--- config.mk ---
export PLATFORM = sky130hd
export DESIGN_NAME = vector_uram_arbiter_flat
export DESIGN_NICKNAME = d
export VERILOG_FILES = /design/src/rtl/vector_uram_arbiter_if.sv /design/src/rtl/vector_uram_arbiter.sv /design/src/flat_wrapper.sv
export SDC_FILE = /design/constraint.sdc
export NUM_CORES = 1
export LEC_CHECK = 0
export ABC_AREA = 1
export CORE_AREA = 2 2 419 421
export CTS_CLUSTER_DIAMETER = 100
export DETAILED_ROUTE_END_ITERATION = 8
export DIE_AREA = 0 0 421 423
export PLACE_DENSITY = 0.35
export RECOVER_POWER = 100
export SLEW_MARGIN = 20
export SYNTH_ARGS = -nofsm -noshare
export SYNTH_HDL_FRONTEND = slang
export SYNTH_SLANG_ARGS = --single-unit
export TNS_END_PERCENT = 30
--- constraint.sdc ---
create_clock -name clk -period 1.45 [get_ports clk]
set_input_delay 0.145 -clock clk [delete_from_list [all_inputs] [get_ports clk]]
set_output_delay 0.145 -clock clk [all_outputs]
set_load 0.01 [all_outputs]
--- src/rtl/vector_uram_arbiter_if.sv ---
`default_nettype none
// ============================================================================
// Module   : vector_uram_arbiter_if
// Brief    : Requester-side bus of the URAM vector-store arbiter.
// Revision : 1.0
// ============================================================================
interface vector_uram_arbiter_if #(
  parameter int SIZE = 256,
  parameter int AW   = 6
);
  logic            wr_req;
  logic [AW-1:0]   wr_addr;
  logic [SIZE-1:0] wr_data;
  logic            wr_gnt;
  logic            rd_req;
  logic [AW-1:0]   rd_addr;
  logic [1:0]      rd_mod;
  logic            rd_gnt;
  logic            rd_done;
  logic [SIZE-1:0] rd_data;
  logic            busy;

  modport slave (
    input  wr_req, wr_addr, wr_data, rd_req, rd_addr, rd_mod,
    output wr_gnt, rd_gnt, rd_done, rd_data, busy
  );

  modport master (
    output wr_req, wr_addr, wr_data, rd_req, rd_addr, rd_mod,
    input  wr_gnt, rd_gnt, rd_done, rd_data, busy
  );
endinterface
`default_nettype wire

--- src/rtl/vector_uram_arbiter.sv ---
`default_nettype none
// ============================================================================
// Module   : vector_uram_arbiter
// Brief    : Round-robin single-owner access sequencer for the URAM vector store.
// Revision : 1.0
// ============================================================================
module vector_uram_arbiter #(
  parameter int SIZE   = 256,
  parameter int AW     = 6,
  parameter int RD_LAT = 4
) (
  input  logic                 clk,
  input  logic                 rst_n,
  vector_uram_arbiter_if.slave bus,
  output logic [SIZE-1:0]      o_u_data_in,
  output logic [AW-1:0]        o_u_write_addr,
  output logic                 o_u_wr_en,
  output logic [AW-1:0]        o_u_read_addr,
  output logic                 o_u_en_read,
  output logic [1:0]           o_u_mod,
  input  logic [SIZE-1:0]      i_u_out_number
);

  localparam logic [1:0] S_IDLE     = 2'd0;
  localparam logic [1:0] S_WRITE    = 2'd1;
  localparam logic [1:0] S_RD_ISSUE = 2'd2;
  localparam logic [1:0] S_RD_WAIT  = 2'd3;

  localparam logic [3:0] c_CNT_LOAD = 4'(RD_LAT - 1);

  logic [1:0]      r_state;
  logic [1:0]      w_next;
  logic            r_last_rd;
  logic [3:0]      r_cnt;
  logic [AW-1:0]   r_waddr;
  logic [SIZE-1:0] r_wdata;
  logic [AW-1:0]   r_raddr;
  logic [1:0]      r_mod;
  logic [SIZE-1:0] r_rd_data;

  logic w_pick_wr;
  logic w_pick_rd;
  logic w_cnt_zero;
  logic w_wr_gnt;
  logic w_rd_gnt;
  logic w_rd_done;
  logic w_busy;
  logic w_wr_en;
  logic w_en_read;

  // On contention the side that did not win last time gets the grant.
  assign w_pick_wr  = bus.wr_req & (~bus.rd_req | r_last_rd);
  assign w_pick_rd  = bus.rd_req & (~bus.wr_req | ~r_last_rd);
  assign w_cnt_zero = (r_cnt == 4'd0);

  always_ff @(posedge clk or negedge rst_n) begin
    if (!rst_n) begin
      r_state <= S_IDLE;
    end else begin
      r_state <= w_next;
    end
  end

  always_comb begin
    w_next = r_state;
    case (r_state)
      S_IDLE: begin
        if (w_pick_wr) begin
          w_next = S_WRITE;
        end else if (w_pick_rd) begin
          w_next = S_RD_ISSUE;
        end
      end
      S_WRITE:    w_next = S_IDLE;
      S_RD_ISSUE: w_next = S_RD_WAIT;
      S_RD_WAIT: begin
        if (w_cnt_zero) begin
          w_next = S_IDLE;
        end
      end
      default:    w_next = S_IDLE;
    endcase
  end

  always_comb begin
    w_wr_gnt  = 1'b0;
    w_wr_en   = 1'b0;
    w_rd_gnt  = 1'b0;
    w_en_read = 1'b0;
    w_rd_done = 1'b0;
    w_busy    = (r_state != S_IDLE);
    case (r_state)
      S_WRITE: begin
        w_wr_gnt = 1'b1;
        w_wr_en  = 1'b1;
      end
      S_RD_ISSUE: begin
        w_rd_gnt  = 1'b1;
        w_en_read = 1'b1;
      end
      S_RD_WAIT: w_rd_done = w_cnt_zero;
      default: ;
    endcase
  end

  always_ff @(posedge clk or negedge rst_n) begin
    if (!rst_n) begin
      r_last_rd <= 1'b1;
      r_cnt     <= 4'd0;
      r_waddr   <= '0;
      r_wdata   <= '0;
      r_raddr   <= '0;
      r_mod     <= 2'd0;
      r_rd_data <= '0;
    end else begin
      if (r_state == S_IDLE) begin
        if (w_pick_wr) begin
          r_last_rd <= 1'b0;
          r_waddr   <= bus.wr_addr;
          r_wdata   <= bus.wr_data;
        end else if (w_pick_rd) begin
          r_last_rd <= 1'b1;
          r_raddr   <= bus.rd_addr;
          r_mod     <= bus.rd_mod;
        end
      end
      if (r_state == S_RD_ISSUE) begin
        r_cnt <= c_CNT_LOAD;
      end else if ((r_state == S_RD_WAIT) && !w_cnt_zero) begin
        r_cnt <= r_cnt - 4'd1;
      end
      if (w_rd_done) begin
        r_rd_data <= i_u_out_number;
      end
    end
  end

  // The store word is forwarded during the done cycle so rd_data is valid with rd_done.
  assign bus.rd_data = w_rd_done ? i_u_out_number : r_rd_data;
  assign bus.wr_gnt  = w_wr_gnt;
  assign bus.rd_gnt  = w_rd_gnt;
  assign bus.rd_done = w_rd_done;
  assign bus.busy    = w_busy;

  assign o_u_data_in    = r_wdata;
  assign o_u_write_addr = r_waddr;
  assign o_u_wr_en      = w_wr_en;
  assign o_u_read_addr  = r_raddr;
  assign o_u_en_read    = w_en_read;
  assign o_u_mod        = r_mod;

endmodule
`default_nettype wire

--- src/flat_wrapper.sv ---
// flat-port wrapper written by rule: the top's interface ports become plain ports
module vector_uram_arbiter_flat 
#(
  parameter int SIZE   = 256,
  parameter int AW     = 6,
  parameter int RD_LAT = 4
)
  (clk, rst_n, o_u_data_in, o_u_write_addr, o_u_wr_en, o_u_read_addr, o_u_en_read, o_u_mod, i_u_out_number, bus_wr_req, bus_wr_addr, bus_wr_data, bus_rd_req, bus_rd_addr, bus_rd_mod, bus_wr_gnt, bus_rd_gnt, bus_rd_done, bus_rd_data, bus_busy);
  vector_uram_arbiter_if #(.SIZE(SIZE), .AW(AW)) bus_i ();
  input  logic clk;
  input  logic rst_n;
  output logic [SIZE-1:0] o_u_data_in;
  output logic [AW-1:0] o_u_write_addr;
  output logic o_u_wr_en;
  output logic [AW-1:0] o_u_read_addr;
  output logic o_u_en_read;
  output logic [1:0] o_u_mod;
  input  logic [SIZE-1:0] i_u_out_number;
  input wire logic [$bits(bus_i.wr_req)-1:0] bus_wr_req;
  input wire logic [$bits(bus_i.wr_addr)-1:0] bus_wr_addr;
  input wire logic [$bits(bus_i.wr_data)-1:0] bus_wr_data;
  input wire logic [$bits(bus_i.rd_req)-1:0] bus_rd_req;
  input wire logic [$bits(bus_i.rd_addr)-1:0] bus_rd_addr;
  input wire logic [$bits(bus_i.rd_mod)-1:0] bus_rd_mod;
  output wire logic [$bits(bus_i.wr_gnt)-1:0] bus_wr_gnt;
  output wire logic [$bits(bus_i.rd_gnt)-1:0] bus_rd_gnt;
  output wire logic [$bits(bus_i.rd_done)-1:0] bus_rd_done;
  output wire logic [$bits(bus_i.rd_data)-1:0] bus_rd_data;
  output wire logic [$bits(bus_i.busy)-1:0] bus_busy;
  assign bus_i.wr_req = bus_wr_req;
  assign bus_i.wr_addr = bus_wr_addr;
  assign bus_i.wr_data = bus_wr_data;
  assign bus_i.rd_req = bus_rd_req;
  assign bus_i.rd_addr = bus_rd_addr;
  assign bus_i.rd_mod = bus_rd_mod;
  assign bus_wr_gnt = bus_i.wr_gnt;
  assign bus_rd_gnt = bus_i.rd_gnt;
  assign bus_rd_done = bus_i.rd_done;
  assign bus_rd_data = bus_i.rd_data;
  assign bus_busy = bus_i.busy;
  vector_uram_arbiter #(.SIZE(SIZE), .AW(AW), .RD_LAT(RD_LAT)) u_core (.clk(clk), .rst_n(rst_n), .bus(bus_i), .o_u_data_in(o_u_data_in), .o_u_write_addr(o_u_write_addr), .o_u_wr_en(o_u_wr_en), .o_u_read_addr(o_u_read_addr), .o_u_en_read(o_u_en_read), .o_u_mod(o_u_mod), .i_u_out_number(i_u_out_number));
endmodule
# After elaboration in Yosys (flattened, before gate mapping)
# Cells that the tools add are included.
dict set report totals {
  reg_bits 533
  latchBits 0
  ram_bits 0
  rom_bits 0
  inputBits 530
  out_inout_bits 532
  word_cells 45
  n_memories 0
}
dict set report op_classes {
  n_addsub 1
  multipliers 0
  div_mod_pow 0
  n_lt_le_gt_ge 0
  n_eq_ne 5
  shifts 0
  mux 12
  bitwise 8
  n_reduce_logical 11
}
# cell count
set op_table {}
lappend op_table {{$mux W256} 1}
lappend op_table {{$mux W4} 2}
lappend op_table {{$pmux W2 S4} 1}
lappend op_table {{$mux W2} 3}
lappend op_table {{$reduce_and A2 Y1} 3}
lappend op_table {{$reduce_bool A2 Y1} 3}
lappend op_table {{$mux W1} 5}
lappend op_table {{$eq A2 B2 Y1 const B} 2}
lappend op_table {{$logic_not A4 Y1} 1}
lappend op_table {{$not A1 Y1} 4}
lappend op_table {{$sub A4 B1 Y4 const B} 1}
lappend op_table {{$ne A3 B1 Y1 const B} 1}
lappend op_table {{$reduce_and A3 Y1} 1}
lappend op_table {{$and A1 B1 Y1} 2}
lappend op_table {{$eq A2 B1 Y1 const B} 1}
lappend op_table {{$logic_not A2 Y1} 1}
lappend op_table {{$ne A2 B1 Y1 const B} 1}
lappend op_table {{$or A1 B1 Y1} 2}
lappend op_table {{$logic_and A1 B1 Y1} 1}
lappend op_table {{$logic_not A1 Y1} 1}

# Logic depth before layout (Yosys ltp)
dict set report depth {
  word_depth 6
  depth_mapped 9
}

# Worst setup path after synthesis
# No wires, ideal clock.
dict set report synth_timing {
  kind {reg-to-output}
  start {register u_core.r_cnt[0]}
  end {output bus_rd_data[225]}
  arrival_ns 1.372
  required_time_ns 1.305
  path_slack_ns -0.067
  stages_incl_launch_ff 8
  cell_sequence {dfrtp_1 > inv_1 > ha_1 > nand3_2 > buf_2 > buf_1 > nand2_1 > nand2_1}
}
dict set report synth_between {
  elab_chain_len 3
}
# element line
set synth_lines {}
lappend synth_lines {{start, declared} vector_uram_arbiter.sv:34} ;# logic [3:0] r_cnt;
lappend synth_lines {{start signal, assigned} vector_uram_arbiter.sv:128} ;# r_cnt <= c_CNT_LOAD;
lappend synth_lines {{start signal, assigned} vector_uram_arbiter.sv:130} ;# r_cnt <= r_cnt - 4'd1;
lappend synth_lines {{$logic_not A4 Y1} vector_uram_arbiter.sv:54} ;# assign w_cnt_zero = (r_cnt == 4'd0);
lappend synth_lines {{$mux W1} vector_uram_arbiter.sv:92} ;# case (r_state)
lappend synth_lines {{$mux W256} n/a}
lappend synth_lines {{end, declared} flat_wrapper.sv:28} ;# output wire logic [$bits(bus_i.rd_data)-1:0] bus_rd_data;
# No other way between the ends.

# Worst setup path in the final report
dict set report layout_timing {
  start {register u_core.r_cnt[1]}
  end {output bus_rd_data[89]}
}
# Same word-level chain as after synthesis.

==> impl.org <==
** Status
- The run finished, with violations left.
- Violations in the final reports :: setup timing

** Drt
- For this block, the routed nets add up to 125000 µm of wire.
- Number of DRC violations after detailed-routing iteration 0 :: 1058
- Detail-routed via count per cell :: 3.370
- Once detail routing completed, the nets flagged for antenna violations numbered 0.
- Remaining routing DRC violations :: 0
- Routed wire length per instance :: 19.71 µm
- Detailed routing inserted a total of 21.38k vias.
- The first TritonRoute pass finished after 5 iterations.

** Clock tree
- CTS H-tree lvls :: 3
- Clock input transition at the sequential cells of the worst setup and hold paths :: 0.06 ns
- Maximum clock path buffer count :: 3
- Number of buffers inserted during clock tree synthesis :: 76
- For this design, the sink count on the clock tree is 533.
- Clock tree from TritonCTS :: built
- Clock tree synthesis selected as its root buffer the cell clkbuf_16.
- Insertion delay of the later-clocked pin in the worst-skew pair :: 0.66 ns
- After clock tree synthesis, the flow added hold-fix buffers numbering 218.

** Timing
- The number of endpoints with negative hold slack in the final report is 0.
- Number of pins with negative max-slew slack in the final report :: 0
- For this run, the top clock speed supported by timing is 397.8 MHz.
- Across the routed clock network, the largest skew measured is 0.02942 ns.
- Fraction of the cycle the final worst path needs :: 173.4%
- After layout, the minimum clock period comes to 2.514 ns.
- Worst-margin pin slew :: 1.340 ns
- Setup violations remaining at the end of the flow were counted as 1298.
- Relative slew slack :: 10.66%
- Unrepaired setup endpoints after global routing :: true
- After layout, the worst setup slack is -1.064 ns.

** Worst setup path
- Along the worst path, the maximum fanout reaches 6.
- Tracing the worst setup path back leads to its startpoint at u_core.r_cnt[1].
- Worst reg2reg setup slack :: -1.02 ns
- The most critical setup path has its endpoint at bus_rd_data[89].
- For the worst setup path, the data required time is 1.31 ns.
- Crit path arrival time :: 2.37 ns
- The startpoint identified for the worst register-to-register timing path is u_core.r_cnt[1].
- Reg2reg end :: u_core.r_rd_data[54]
- Endpoint kind of the worst setup timing path :: output port
- STA classifies the critical path startpoint as a register.
- Critical setup path kind :: register to output port
- The worst register-to-register path has a depth of 17.

** Pwr
- The design draws 88410 µW.
- Peak supply drop :: 0.0008153 V
- Static leakage :: 0.02077 µW
- Areal power density over the cells :: 2060 mW/mm²

** Synth
- Of all flip-flops after synthesis, the portion carrying an async set or reset was 100.0%.
- Sequential elements use 65.96% of the synthesized area.
- Syn Inst Count :: 2279
- Yosys mapped a number of flops with a built-in enable equal to 0.
- In the synthesized netlist the dominant register cell turns out to be dfrtp_1.
- Counting flops and latches in the post-synthesis netlist gives 533.
- The number of different library cells used by synthesis comes to 19.
- Synth Net Count :: 2811
- Synthesized cell area :: 0.02022 mm²
- Number of warnings issued by yosys :: 0
- Dividing the synthesized area by the synthesized cell count gives 8.874 µm².

** Cells and area
- Final-layout fill cell count :: 18.93k
- The area growth from synthesis to layout is 112.2%.
- For this run, the number of standard cells in the final layout without fillers is 6344.
- Area of combinational cells with multiple inputs :: 0.007037 mm²
- Of the cells placed in the final design, the portion with a size suffix greater than 1 is 24.89%.
- In the final layout, flip-flops and latches occupy 0.01334 mm².
- # nets final :: 4485

** GRT
- Entering global routing, the biggest net connects 69 pins.
- Overall routing resource usage :: 13.29%
- The via count of the first global-routing pass came to 22.03k.
- Wire length of the first global-routing pass :: 169300 µm
- Congestion Overflow GR :: 0
- The initial antenna violation count came to 21.

** Floorplanning
- 1062 I/O pins were placed.
- Die outline area :: 0.1781 mm²
- Core box area :: 0.1732 mm²
- Count of standard-cell rows :: 153
- For this configuration, the core starts out at a cell density of 11.67%.
- In this run the horizontal extent of the chip is 421 µm.
- The die is 423 µm tall.

** Place
- Prior to clock tree synthesis, the placed netlist has a worst setup slack of -0.8993 ns.
- The HPWL after detailed placement is 91770 µm.
- Number of buffers added on ports :: 1061
- Counting tap cells, the placed design contains a total of 5868 instances.
- Placer's final routability congestion estimate :: 0.8918

** Flow run
- # Max-Cap Violations :: 0

** Min path
- The min-delay analysis places its worst path in the category input port to register.
-- synth_stat cells, types with 2 or more instances --
cell	number	area share, %
buf_4	25	0.93
dfrtp_1	532	66
inv_1	8	0.15
inv_2	4	0.074
nand2_1	1594	30
clkbuf_1	19	0.35
buf_2	52	1.3
a21oi_1	3	0.074
nor2_1	5	0.093
ha_1	2	0.12
buf_6	16	0.89
buf_1	4	0.074
nand3_1	9	0.22
-- report_power, final --
group,switching [µW],internal [µW],leakage (µW)
logic,21000,23200,0.0130
clock network,7340,11400,0.00121
registers,3390,22100,0.00654
total,31700,56700,0.0208
-- cell usage in the layout (no fill, tap or decap), types with 2 or more instances in the layout --
cell,Yosys,routed
nand2_1,1594,1377
clkdlybuf4s50_1,0,792
dfrtp_1,532,532
buf_4,25,344
dlygate4sd3_1,0,218
nand2_2,0,152
buf_6,16,112
clkbuf_16,0,93
nand2_4,0,64
buf_2,52,59
clkbuf_2,0,48
dlymetal6s2s_1,0,42
buf_12,0,40
clkbuf_8,0,23
buf_16,0,21
diode_2,0,18
clkbuf_1,19,16
buf_8,0,10
nand3_1,9,8
inv_1,8,6
inv_2,4,4
nor2_1,5,4
inv_6,0,4
clkdlybuf4s15_2,0,4
a21oi_1,3,3
dlygate4sd2_1,0,3
nor2_2,1,2
nand3_4,0,2
clkinv_16,0,2
clkinv_2,0,2
bufinv_16,0,2
inv_12,0,2
-- layout make-up --
type / count / share of cell area [%]
well taps: 2325 / 6.778
clock buffers: 117 / 5.475
diodes: 18 / 0.1050
inverters: 12 / 0.1837
clock inverters: 9 / 0.2624
flip-flops and latches: 533 / 31.08
multi-input cells: 1618 / 16.40
repair buffers: 1708 / 39.54
repair inverters: 4 / 0.1837
-- logic make-up (layout without fill, tap and decap cells) --
| kind of cell | after synthesis | count (layout) | synth area share, % |
|---|---|---|---|
| buf+inv | 128 | 1850 | 3.755 |
| simple gates | 1612 | 1612 | 30.04 |
| other cells | 0 | 18 | 0 |
| fa+ha+maj | 2 | 2 | 0.1237 |
| xor+xnor | 1 | 1 | 0.04332 |
| compound gates | 3 | 3 | 0.07422 |
| flops | 533 | 533 | 65.96 |
-- flip-flops by register name, indices dropped and copies added (netlist names) --
name,cells
u_core.r_rd_data,256
u_core.r_last_rd,1
u_core.o_u_mod,2
u_core.o_u_data_in,256
u_core.r_cnt,4
u_core.o_u_read_addr,6
u_core.o_u_write_addr,6
u_core.r_state,2
-- how the worst min path moves through the flow --
stage,from,depth (start not counted),slack (ns),endpoint
after floorplan,rst_n,0,-0.15,u_core.o_u_data_in[0]
after global placement,rst_n,2,0.26,u_core.r_rd_data[92]
after detailed placement,rst_n,2,0.26,u_core.r_rd_data[120]
after CTS,i_u_out_number[81],3,-0.08,u_core.r_rd_data[81]
after global routing,i_u_out_number[142],3,-0.02,u_core.r_rd_data[142]
final,i_u_out_number[81],3,0.03,u_core.r_rd_data[81]
-- layer usage --
metal  up-vias  wire length [µm]  track usage, %
met5         -                55               0
met4         8              3725           4.442
met3       152              7604           4.242
met2       610             63700           23.16
met1     10346             49950           15.28
li1      10263                 -               -
-- repair_timing --
item | CTS | global route
setup buffers | 34 | 52
pin swaps | 6 | 50
hold endpoints to repair | 782 | 11
resized for setup | 348 | 875
gates cloned | 17 | 19
endpoints found under the setup margin | 1059 | 1060
-- critical path, stage by stage, from the launching register on --
cell and delay [ns]:
dfrtp_1 0.38, inv_2 0.09, ha_4 0.15, nand3_4 0.10
buf_12 0.18, buf_16 0.15, buf_12 0.14, buf_16 0.13
buf_6 0.12, nand2_2 0.05, nand2_2 0.06, buf_6 0.14
-- metrics by stage --
| stage | setup TNS (ns) | cell area (µm²) | util (%) | hold WS, ns |
|---|---|---|---|---|
| after floorplan | 0 | 20250 | - | -0.1506 |
| after global placement | -373.08 | 35880 | 20.71 | 0.2611 |
| after detailed placement | -374.16 | 35880 | 20.71 | 0.2578 |
| after CTS | -612.93 | 41470 | 23.94 | -0.07760 |
| after global routing | -671.52 | 42900 | 24.76 | -0.02348 |
| final | -501.88 | 42920 | 24.77 | 0.02782 |
No activity file was read; power rests on OpenSTA's default activity.
